<file path="src/rtl/riscv_pkg.sv">
// Shared RISC-V core definitions: datapath widths, default reset PC and the
// fetch queue entry layout used by the fetch front end.
package riscv_pkg;

  localparam int XLEN    = 32;
  localparam int INSTR_W = 32;

  localparam logic [XLEN-1:0] DEFAULT_RESET_PC = 32'h0000_0000;

  // One prefetch queue slot: the instruction word and the PC it was fetched from.
  typedef struct packed {
    logic [INSTR_W-1:0] instr;
    logic [XLEN-1:0]    pc;
  } fetch_entry_t;

endpackage

</file>
<file path="src/rtl/fetch_fifo.sv">
// Parameterised synchronous FIFO for the fetch prefetch queue.
// Flush has priority over push and pop. The head is read combinationally from
// the registered storage, so a pushed entry becomes visible one cycle later.
module fetch_fifo
  import riscv_pkg::*;
#(
  parameter int DEPTH = 4
) (
  input  logic                   clk,
  input  logic                   rst,
  input  logic                   i_flush,
  input  logic                   i_push,
  input  logic                   i_pop,
  input  fetch_entry_t           i_data,
  output fetch_entry_t           o_data,
  output logic [$clog2(DEPTH):0] o_count,
  output logic                   o_full,
  output logic                   o_empty
);

  localparam int AW = $clog2(DEPTH);
  localparam int CW = AW + 1;

  fetch_entry_t     r_mem [DEPTH];
  logic [AW-1:0]    r_wr_ptr;
  logic [AW-1:0]    r_rd_ptr;
  logic [CW-1:0]    r_count;

  logic             w_do_push;
  logic             w_do_pop;

  assign o_full    = (r_count == CW'(DEPTH));
  assign o_empty   = (r_count == '0);
  assign o_count   = r_count;
  assign o_data    = r_mem[r_rd_ptr];

  // A full queue may still accept a push when the head leaves in the same cycle.
  assign w_do_push = i_push && (!o_full || i_pop);
  assign w_do_pop  = i_pop && !o_empty;

  // Storage write port; contents need no reset because count guards validity.
  always_ff @(posedge clk) begin
    if (w_do_push && !i_flush) begin
      r_mem[r_wr_ptr] <= i_data;
    end
  end

  // Pointer and occupancy tracking, cleared by reset or flush.
  always_ff @(posedge clk or negedge rst) begin
    if (!rst) begin
      r_wr_ptr <= '0;
      r_rd_ptr <= '0;
      r_count  <= '0;
    end else if (i_flush) begin
      r_wr_ptr <= '0;
      r_rd_ptr <= '0;
      r_count  <= '0;
    end else begin
      if (w_do_push) r_wr_ptr <= r_wr_ptr + AW'(1);
      if (w_do_pop)  r_rd_ptr <= r_rd_ptr + AW'(1);
      case ({w_do_push, w_do_pop})
        2'b10:   r_count <= r_count + CW'(1);
        2'b01:   r_count <= r_count - CW'(1);
        default: r_count <= r_count;
      endcase
    end
  end

endmodule

</file>
<file path="src/rtl/fetch_unit.sv">
// Instruction fetch front end: sequential fetch address generation, credit
// limited request issue to a variable-latency instruction memory, an in-order
// prefetch queue toward decode, and redirect handling that discards any
// responses still in flight from the old stream.
// Optional macro FETCH_PERF_EN adds perf_fetched / perf_dropped counters.
module fetch_unit
  import riscv_pkg::*;
#(
  parameter int              DEPTH    = 4,
  parameter logic [XLEN-1:0] RESET_PC = DEFAULT_RESET_PC
) (
  input  logic            clk,
  input  logic            rst,
  output logic            imem_req_valid,
  input  logic            imem_req_ready,
  output logic [XLEN-1:0] imem_req_addr,
  input  logic            imem_rsp_valid,
  input  logic [31:0]     imem_rsp_data,
  input  logic            redirect_valid,
  input  logic [XLEN-1:0] redirect_pc,
  output logic            instr_valid,
  input  logic            instr_ready,
  output logic [31:0]     instr,
  output logic [XLEN-1:0] instr_pc,
  output logic [XLEN-1:0] instr_pc_plus4
`ifdef FETCH_PERF_EN
  ,
  output logic [31:0]     perf_fetched,
  output logic [31:0]     perf_dropped
`endif
);

  localparam int CNT_W = $clog2(DEPTH) + 1;

  logic [XLEN-1:0]  r_fetch_pc;
  logic [XLEN-1:0]  r_rsp_pc;
  logic [CNT_W-1:0] r_outstanding;
  logic [CNT_W-1:0] r_drop;

  logic [CNT_W-1:0] w_outstanding_next;
  logic [CNT_W-1:0] w_drop_next;
  logic [CNT_W-1:0] w_fifo_count;
  logic [CNT_W:0]   w_inflight;
  logic             w_credit;
  logic             w_req_fire;
  logic             w_push;
  logic             w_pop;
  logic             w_stale;
  logic             w_fifo_full;
  logic             w_fifo_empty;
  logic [XLEN-1:0]  w_redirect_pc;
  fetch_entry_t     w_push_entry;
  fetch_entry_t     w_head;

  // Queued plus outstanding never exceeds DEPTH, so every response has a slot.
  assign w_inflight     = {1'b0, r_outstanding} + {1'b0, w_fifo_count};
  assign w_credit       = (w_inflight < (CNT_W + 1)'(DEPTH));

  // Requests are held off while reset is asserted and during a redirect cycle.
  assign imem_req_valid = rst && !redirect_valid && w_credit;
  assign imem_req_addr  = r_fetch_pc;
  assign w_req_fire     = imem_req_valid && imem_req_ready;

  assign w_redirect_pc  = {redirect_pc[XLEN-1:2], 2'b00};

  // A response is stale if it belongs to a stream a redirect has abandoned.
  assign w_stale        = imem_rsp_valid && (redirect_valid || (r_drop != '0));
  assign w_push         = imem_rsp_valid && !redirect_valid && (r_drop == '0);
  assign w_pop          = instr_valid && instr_ready && !redirect_valid;

  assign w_push_entry.instr = imem_rsp_data;
  assign w_push_entry.pc    = r_rsp_pc;

  assign instr_valid    = !w_fifo_empty;
  assign instr          = w_head.instr;
  assign instr_pc       = w_head.pc;
  assign instr_pc_plus4 = w_head.pc + XLEN'(4);

  fetch_fifo #(
    .DEPTH (DEPTH)
  ) u_fifo (
    .clk     (clk),
    .rst     (rst),
    .i_flush (redirect_valid),
    .i_push  (w_push),
    .i_pop   (w_pop),
    .i_data  (w_push_entry),
    .o_data  (w_head),
    .o_count (w_fifo_count),
    .o_full  (w_fifo_full),
    .o_empty (w_fifo_empty)
  );

  // Next outstanding/drop counts; a redirect re-derives drop from what remains in flight.
  always_comb begin
    w_outstanding_next = r_outstanding;
    if (w_req_fire)     w_outstanding_next = w_outstanding_next + CNT_W'(1);
    if (imem_rsp_valid) w_outstanding_next = w_outstanding_next - CNT_W'(1);

    w_drop_next = r_drop;
    if (redirect_valid) begin
      w_drop_next = w_outstanding_next;
    end else if (imem_rsp_valid && (r_drop != '0)) begin
      w_drop_next = r_drop - CNT_W'(1);
    end
  end

  // Fetch/response PC tracking and in-flight bookkeeping.
  always_ff @(posedge clk or negedge rst) begin
    if (!rst) begin
      r_fetch_pc    <= RESET_PC;
      r_rsp_pc      <= RESET_PC;
      r_outstanding <= '0;
      r_drop        <= '0;
    end else begin
      r_outstanding <= w_outstanding_next;
      r_drop        <= w_drop_next;
      if (redirect_valid) begin
        r_fetch_pc <= w_redirect_pc;
        r_rsp_pc   <= w_redirect_pc;
      end else begin
        if (w_req_fire) r_fetch_pc <= r_fetch_pc + XLEN'(4);
        if (w_push)     r_rsp_pc   <= r_rsp_pc + XLEN'(4);
      end
    end
  end

`ifdef FETCH_PERF_EN
  logic [31:0] r_perf_fetched;
  logic [31:0] r_perf_dropped;

  assign perf_fetched = r_perf_fetched;
  assign perf_dropped = r_perf_dropped;

  // Count kept and discarded responses; both wrap naturally.
  always_ff @(posedge clk or negedge rst) begin
    if (!rst) begin
      r_perf_fetched <= '0;
      r_perf_dropped <= '0;
    end else begin
      if (w_push)  r_perf_fetched <= r_perf_fetched + 32'd1;
      if (w_stale) r_perf_dropped <= r_perf_dropped + 32'd1;
    end
  end
`else
  logic w_unused;
  assign w_unused = w_stale ^ w_fifo_full;
`endif

endmodule

</file>
<file path="config.mk">
export PLATFORM = sky130hd
export DESIGN_NAME = fetch_unit
export DESIGN_NICKNAME = d
export VERILOG_FILES = /design/src/rtl/riscv_pkg.sv /design/src/rtl/fetch_fifo.sv /design/src/rtl/fetch_unit.sv
export SDC_FILE = /design/constraint.sdc
export NUM_CORES = 1
export LEC_CHECK = 0
export BUFFER_PORTS_ARGS = -buffer_cell sky130_fd_sc_hd__buf_4
export CAP_MARGIN = 20
export CORE_UTILIZATION = 55
export DETAILED_ROUTE_END_ITERATION = 8
export PLACE_DENSITY = 0.77
export SYNTH_ARGS = -nofsm -noshare
export SYNTH_HDL_FRONTEND = slang
export SYNTH_SLANG_ARGS = --single-unit
</file>
<file path="constraint.sdc">
create_clock -name clk -period 4.21 [get_ports clk]
set_input_delay 0.421 -clock clk [delete_from_list [all_inputs] [get_ports clk]]
set_output_delay 0.421 -clock clk [all_outputs]
set_load 0.05 [all_outputs]
</file>
# Word level (Yosys, flattened, before mapping)
# Memory sizes are Yosys's and may differ from the RTL's.
# Cells that the tools add are included.
# Widths: inputs -> output; s select.
[totals]
ff_bits = 77
ram_bits = 256
input_bits = 70
output_inout_bits = 130
word_cells = 63
mem_count = 1
[classes]
addsub = 11
magnitude_cmp = 1
eq_ne = 3
n_mux = 16
n_reduce_logical = 24
[memory_table]
columns = ["name", "words", "word_bits", "read_ports", "rd_ports_with_merged_regs", "write_ports", "line", "text"]
rows = [
  ["u_fifo.r_mem", 4, 64, 1, 0, 1, "fetch_fifo.sv:24", "fetch_entry_t r_mem [DEPTH];"],
]
[ops]
columns = ["operator", "n"]
rows = [
  ["$mux 32", 4],
  ["$add 32x3->32 const B", 3],
  ["$mux 3", 5],
  ["$logic_and 1x1->1", 11],
  ["$reduce_bool 2->1", 5],
  ["$sub 3x1->3 const B", 3],
  ["$mux 2", 4],
  ["$add 3x1->3 const B", 2],
  ["$logic_not 3->1", 2],
  ["$pmux 3 s2", 1],
  ["$reduce_bool 3->1", 2],
  ["$add 2x1->2 const B", 2],
  ["$add 3x3->4", 1],
  ["$lt 4x3->1 const B", 1],
  ["$eq 3x3->1 const B", 1],
  ["$logic_not 1->1", 3],
  ["$eq 2x1->1 const B", 1],
  ["$eq 2x2->1 const B", 1],
  ["$mux 1", 2],
  ["$logic_or 1x1->1", 1],
]

# Logic depth before layout (Yosys ltp)
[depth]
ltp_word = 9
ltp_mapped = 10
mapped_depth_nobuf = 9

# Hierarchy
# A second synthesis with hierarchy kept.
[unflattened]
hier_cells = 897
hier_area_um2 = 14078.5
[modules_own_cells]
columns = ["module", "n_inst", "cells_each", "area_each_um2"]
rows = [
  ["fetch_fifo", 1, 397, 9764.4],
  ["fetch_unit", 1, 500, 4314.1],
]

# Least setup slack after synthesis
# OpenSTA, ideal clock, no wires.
[synth_path]
path_kind = "flip-flop to output port"
from = "register u_fifo.r_rd_ptr[0]"
to = "output instr_pc_plus4[14]"
arrival_time_ps = 3164
setup_slack_ps = 625
stages_incl_launch_ff = 10
n_path_buf = 3
cell_sequence = "dfrtp_1 buf_6 buf_12 mux4_1 ha_1 and4_1 buf_2 nor2b_1 nand4_1 xnor2_1"
[synth_via]
elab_chain_cells = 2
[synth_rtl]
columns = ["item", "line", "text"]
rows = [
  ["start, declared", "fetch_fifo.sv:26", "logic [AW-1:0] r_rd_ptr;"],
  ["start signal, assigned", "fetch_fifo.sv:60", "if (w_do_pop) r_rd_ptr <= r_rd_ptr + AW'(1);"],
  ["$mem_v2 4x64", "-", ""],
  ["named net instr_pc[3]", "fetch_unit.sv:24", "output logic [XLEN-1:0] instr_pc,"],
  ["$add 32x3->32", "fetch_unit.sv:77", "assign instr_pc_plus4 = w_head.pc + XLEN'(4);"],
  ["end, declared", "fetch_unit.sv:25", "output logic [XLEN-1:0] instr_pc_plus4"],
]
# The timed path passes the listed nets, and every way through them passes these cells.

# Final worst setup path
[layout_path]
from = "register u_fifo.r_rd_ptr[0]"
to = "output instr_pc_plus4[21]"
[layout_via]
elab_chain_cells = 2
[layout_rtl]
columns = ["item", "line"]
rows = [
  ["$mem_v2 4x64", "-"],
  ["$add 32x3->32", "fetch_unit.sv:77"],
]
# Every way passes these cells.

==> reports/results.txt <==
Compared with the post-synthesis result, the final layout area differs by 20.4%. Synthesis handed over a netlist of 864 instances. The actual transition at the worst max-transition pin came out at 1050 ps. Setup repair after global routing left no endpoint under its margin. TritonCTS built the clock tree. For the final database, setup skew stands at 23.1 ps. The average footprint of a synthesized cell was 16.0 um^2; the number of antenna violations at the first check in global routing was 0. For the pin count of the biggest net entering global routing, the log shows 63.

The starting DRC count in detailed routing was 751. The required time reported for the critical path endpoint is 3790 ps, and the clock latency reported for the late side of the worst-skew pair is 560 ps. The logs give 200 for the I/O pin total and 5 for the number of detailed-routing iterations run before antenna repair. The critical path capture point type is a primary output.

The overall die height came out at 160 um. The final period utilization works out to 91.3%. The share of Yosys cell area claimed by the top area cell type was 54.0%; the final wirelength was 29.2 mm. The initial utilization of the core area, before any placement, comes to 56.4%. The total of flip-flops plus latches after synthesis is 321, and the final routed DRC violation total is 0. The flow ran to the end, and the final reports show no timing, DRC or antenna violations. Ranked by total cell area, the synthesized netlist is headed by sky130_fd_sc_hd__edfxtp_1, sky130_fd_sc_hd__dfrtp_1, sky130_fd_sc_hd__mux4_2, sky130_fd_sc_hd__xnor2_1, sky130_fd_sc_hd__nand2_1. The number of flops mapped to enable cells by yosys is 248, and the setup TNS after final layout is 0 ps. The minimum period implied by the final worst setup slack works out to 3840 ps. For this design the static power due to leakage is 5.93 nW. For the maximum root-to-sink buffer count, the log shows 3. The via count normalized by instance count works out to 5.87.

The synthesized netlist contains 58 unique library cells. For the final net count, the log shows 1149. Highest-delay cell along the critical path: sky130_fd_sc_hd__dfrtp_4.

The clock transition time at the flip-flop clock pins of the worst setup and hold paths was 60 ps; the worst endpoint data arrival time was 3420 ps. The critical path goes through buf_4 -> mux4_2 -> nand4_4 -> nor4_4 -> nand3_1 -> xnor2_1 -> buf_4. The number of buffers created by CTS was 31; the maximum single-stage delay on the critical path was 690 ps. After detailed placement, the total cell area comes to 0.0156 mm^2.

The total area inside the core boundary comes to 0.0245 mm^2. After detailed routing, the met3 layer carries 1.96 mm of wire. The area enclosed by the die boundary was 0.0257 mm^2. The run gives 0.000316 V as the maximum vdd drop. Based on the critical path, the design can be clocked at up to 0.260 GHz.

The tools report the number of pins exceeding their max-slew limit in the final report as 0. After detailed routing, the average wire length per cell comes to 20.7 um. Counting instances in the post-synthesis netlist gives the leading cell types as sky130_fd_sc_hd__edfxtp_1, sky130_fd_sc_hd__dfrtp_1, sky130_fd_sc_hd__nand2_1. In this run the worst hold path is classified as in2reg. After routing the design area is 0.0166 mm^2. The run gives 0.831 as the weighted congestion at the end of routability-driven global placement. The tool flagged a number of max-cap violations equal to 0.

For the antenna diode count, the log shows 0. The power density over the cells works out to 586 mW/mm^2. The share of flip-flops with an asynchronous set or reset is 22.7%. The number of global-route vias before repair was 8289; the half-perimeter wire length after detailed placement was 19.0 mm. Measured against its own limit, the worst slew margin works out to 29.5%.

For the post-synth design cell area, the log shows 0.0138 mm^2. The biggest area contributor in the post-synthesis netlist is sky130_fd_sc_hd__edfxtp_1. The total overflow left after global routing is 0. For this run, the leading register cell type out of synthesis is sky130_fd_sc_hd__edfxtp_1.

Wire segments on met2 add up to 14.1 mm in the final route. By instance count, the leading cell after synthesis is sky130_fd_sc_hd__edfxtp_1. During placement, the flow inserted port buffers numbering 191. For this run, the number of Yosys warnings is 0. The number of antenna-violating nets in the routed design is 0, and the fraction of final layout cells sized beyond drive strength 1 is 31.7%. In this design, the critical path's most frequently occurring cell is sky130_fd_sc_hd__buf_4. Hold timing on the final database bottoms out at a slack of 62.0 ps. Start-to-end type of the worst setup path: reg2out.

Setup violations remaining at the end of the flow were counted as 0. The standard-cell row count is 57. The clock root buffer is sky130_fd_sc_hd__clkbuf_16.

Number of endpoints with negative hold slack in the final report: 0. Count of clock tree sinks: 321. The highest metal layer used by the detailed router is met4.

The nature of the critical path startpoint was a flip-flop. The horizontal extent of the die came out at 160 um. The share of synthesized area occupied by flip-flops and latches is 67.2%, and the first-pass GRT wire length is 46.2 mm.

Across every metal layer, demand over resource in global routing totals 23.0%. In the final routing, the length of wire on met1 measures 12.7 mm. The number of H-tree levels is 1.

The number of vias after detailed routing came out at 8305. Of all nets on the critical path, the largest fanout is 21. Count of cells resized by post-cts repair: 0.
==> power by group <==
part | switching [W] | internal, W | total (W) | leakage (nW)
Sequential | 0.000237 | 0.00361 | 0.00385 | 3.11
Combinational | 0.00205 | 0.00109 | 0.00314 | 2.32
Clock | 0.00115 | 0.00160 | 0.00275 | 0.494
==> kinds of logic (layout without fill, tap and decap cells) <==
| kind of cell | Yosys count | after routing | share of synthesized area, % |
|---|---|---|---|
| flip-flops | 321 | 321 | 67.2 |
| buffers and inverters | 58 | 279 | 2.12 |
| other | 1 | 6 | 0.0272 |
| AND/OR/NAND/NOR | 235 | 235 | 9.41 |
| XOR/XNOR | 74 | 74 | 4.70 |
| AO/OA/AOI/OAI | 80 | 80 | 3.55 |
| adder cells (fa/ha/maj) | 14 | 14 | 1.32 |
| multiplexers | 81 | 81 | 11.7 |
==> cell type report <==
class                           count  area (um^2)
Inverter                           15         56.3
Sequential cell                   321         9280
Tap cell                          324          405
Clock buffer                       35          791
Fill cell                        1675         7850
Timing Repair Buffer              206         1600
Clock inverter                     23          231
Multi-Input combinational cell    490         4260
==> critical path: cells and delay by family, from the launching register on <==
| family | cells | cell delay (ps) |
|---|---|---|
| AND/OR/NAND/NOR | 3 | 980 |
| multiplexers | 1 | 400 |
| buffers and inverters | 2 | 580 |
| flip-flops | 1 | 690 |
| XOR/XNOR | 1 | 190 |
==> cells in the final DEF, fill, tap and decap left out, types with 13 or more instances in the layout <==
| master | count |
|---|---|
| sky130_fd_sc_hd__and3_1 | 18 |
| sky130_fd_sc_hd__buf_4 | 201 |
| sky130_fd_sc_hd__clkbuf_16 | 31 |
| sky130_fd_sc_hd__dfrtp_1 | 71 |
| sky130_fd_sc_hd__edfxtp_1 | 248 |
| sky130_fd_sc_hd__ha_1 | 13 |
| sky130_fd_sc_hd__inv_1 | 14 |
| sky130_fd_sc_hd__mux2_2 | 14 |
| sky130_fd_sc_hd__mux4_2 | 61 |
| sky130_fd_sc_hd__nand2_1 | 68 |
| sky130_fd_sc_hd__nand3_1 | 31 |
| sky130_fd_sc_hd__nand4_1 | 27 |
| sky130_fd_sc_hd__nor2_1 | 29 |
| sky130_fd_sc_hd__o21ai_0 | 34 |
| sky130_fd_sc_hd__xnor2_1 | 50 |
| sky130_fd_sc_hd__xor2_1 | 24 |
==> registers in the layout, summed over array words and instances (netlist names) <==
| register | flops |
|---|---|
| u_fifo.r_rd_ptr | 2 |
| imem_req_addr | 30 |
| r_outstanding | 3 |
| u_fifo.o_count | 3 |
| r_rsp_pc | 30 |
| u_fifo.r_wr_ptr | 2 |
| u_fifo.r_mem | 248 |
| r_drop | 3 |
==> per-layer routing <==
layer | up-vias | global-route usage, %
li1 | 3762 | -
met2 | 328 | 37.8
met1 | 4180 | 33.1
met4 | 0 | 4.81
met3 | 35 | 3.41
met5 | - | 0
==> worst paths after layout <==
check | start | endpoint | slack (ps) | depth (start not counted)
min in group asynchronous | rst | imem_req_addr[21] | 260 | 2
max in group asynchronous | rst | u_fifo.r_rd_ptr[0] | 2860 | 3
setup / recovery | u_fifo.r_rd_ptr[0] | instr_pc_plus4[21] | 370 | 7
hold / removal | imem_rsp_data[29] | u_fifo.r_mem[2][61] | 60 | 1
hold reg to reg | u_fifo.r_wr_ptr[0] | u_fifo.r_wr_ptr[0] | 570 | 1
setup reg to reg | r_drop[0] | u_fifo.r_mem[0][37] | 1240 | 6
==> metrics by stage <==
stage / setup slack (ps) / cells / utilization, % / power (W)
3_5_place_dp: 868 / 1355 / 63.7 / 0.00708
5_1_grt: 110 / 1414 / 67.9 / 0.0101
3_3_place_gp: 920 / 1355 / 63.7 / 0.00702
6_report: 368 / 1414 / 67.9 / 0.00974
4_1_cts: 261 / 1414 / 67.9 / 0.00983
2_1_floorplan: 625 / 869 / - / 0.00620
==> timing repair <==
item	CTS	global route
hold buffers	1	0
endpoints found under the hold margin	12	0
setup buffers	0	0
Note: power is estimated with default switching activity, not from simulation.
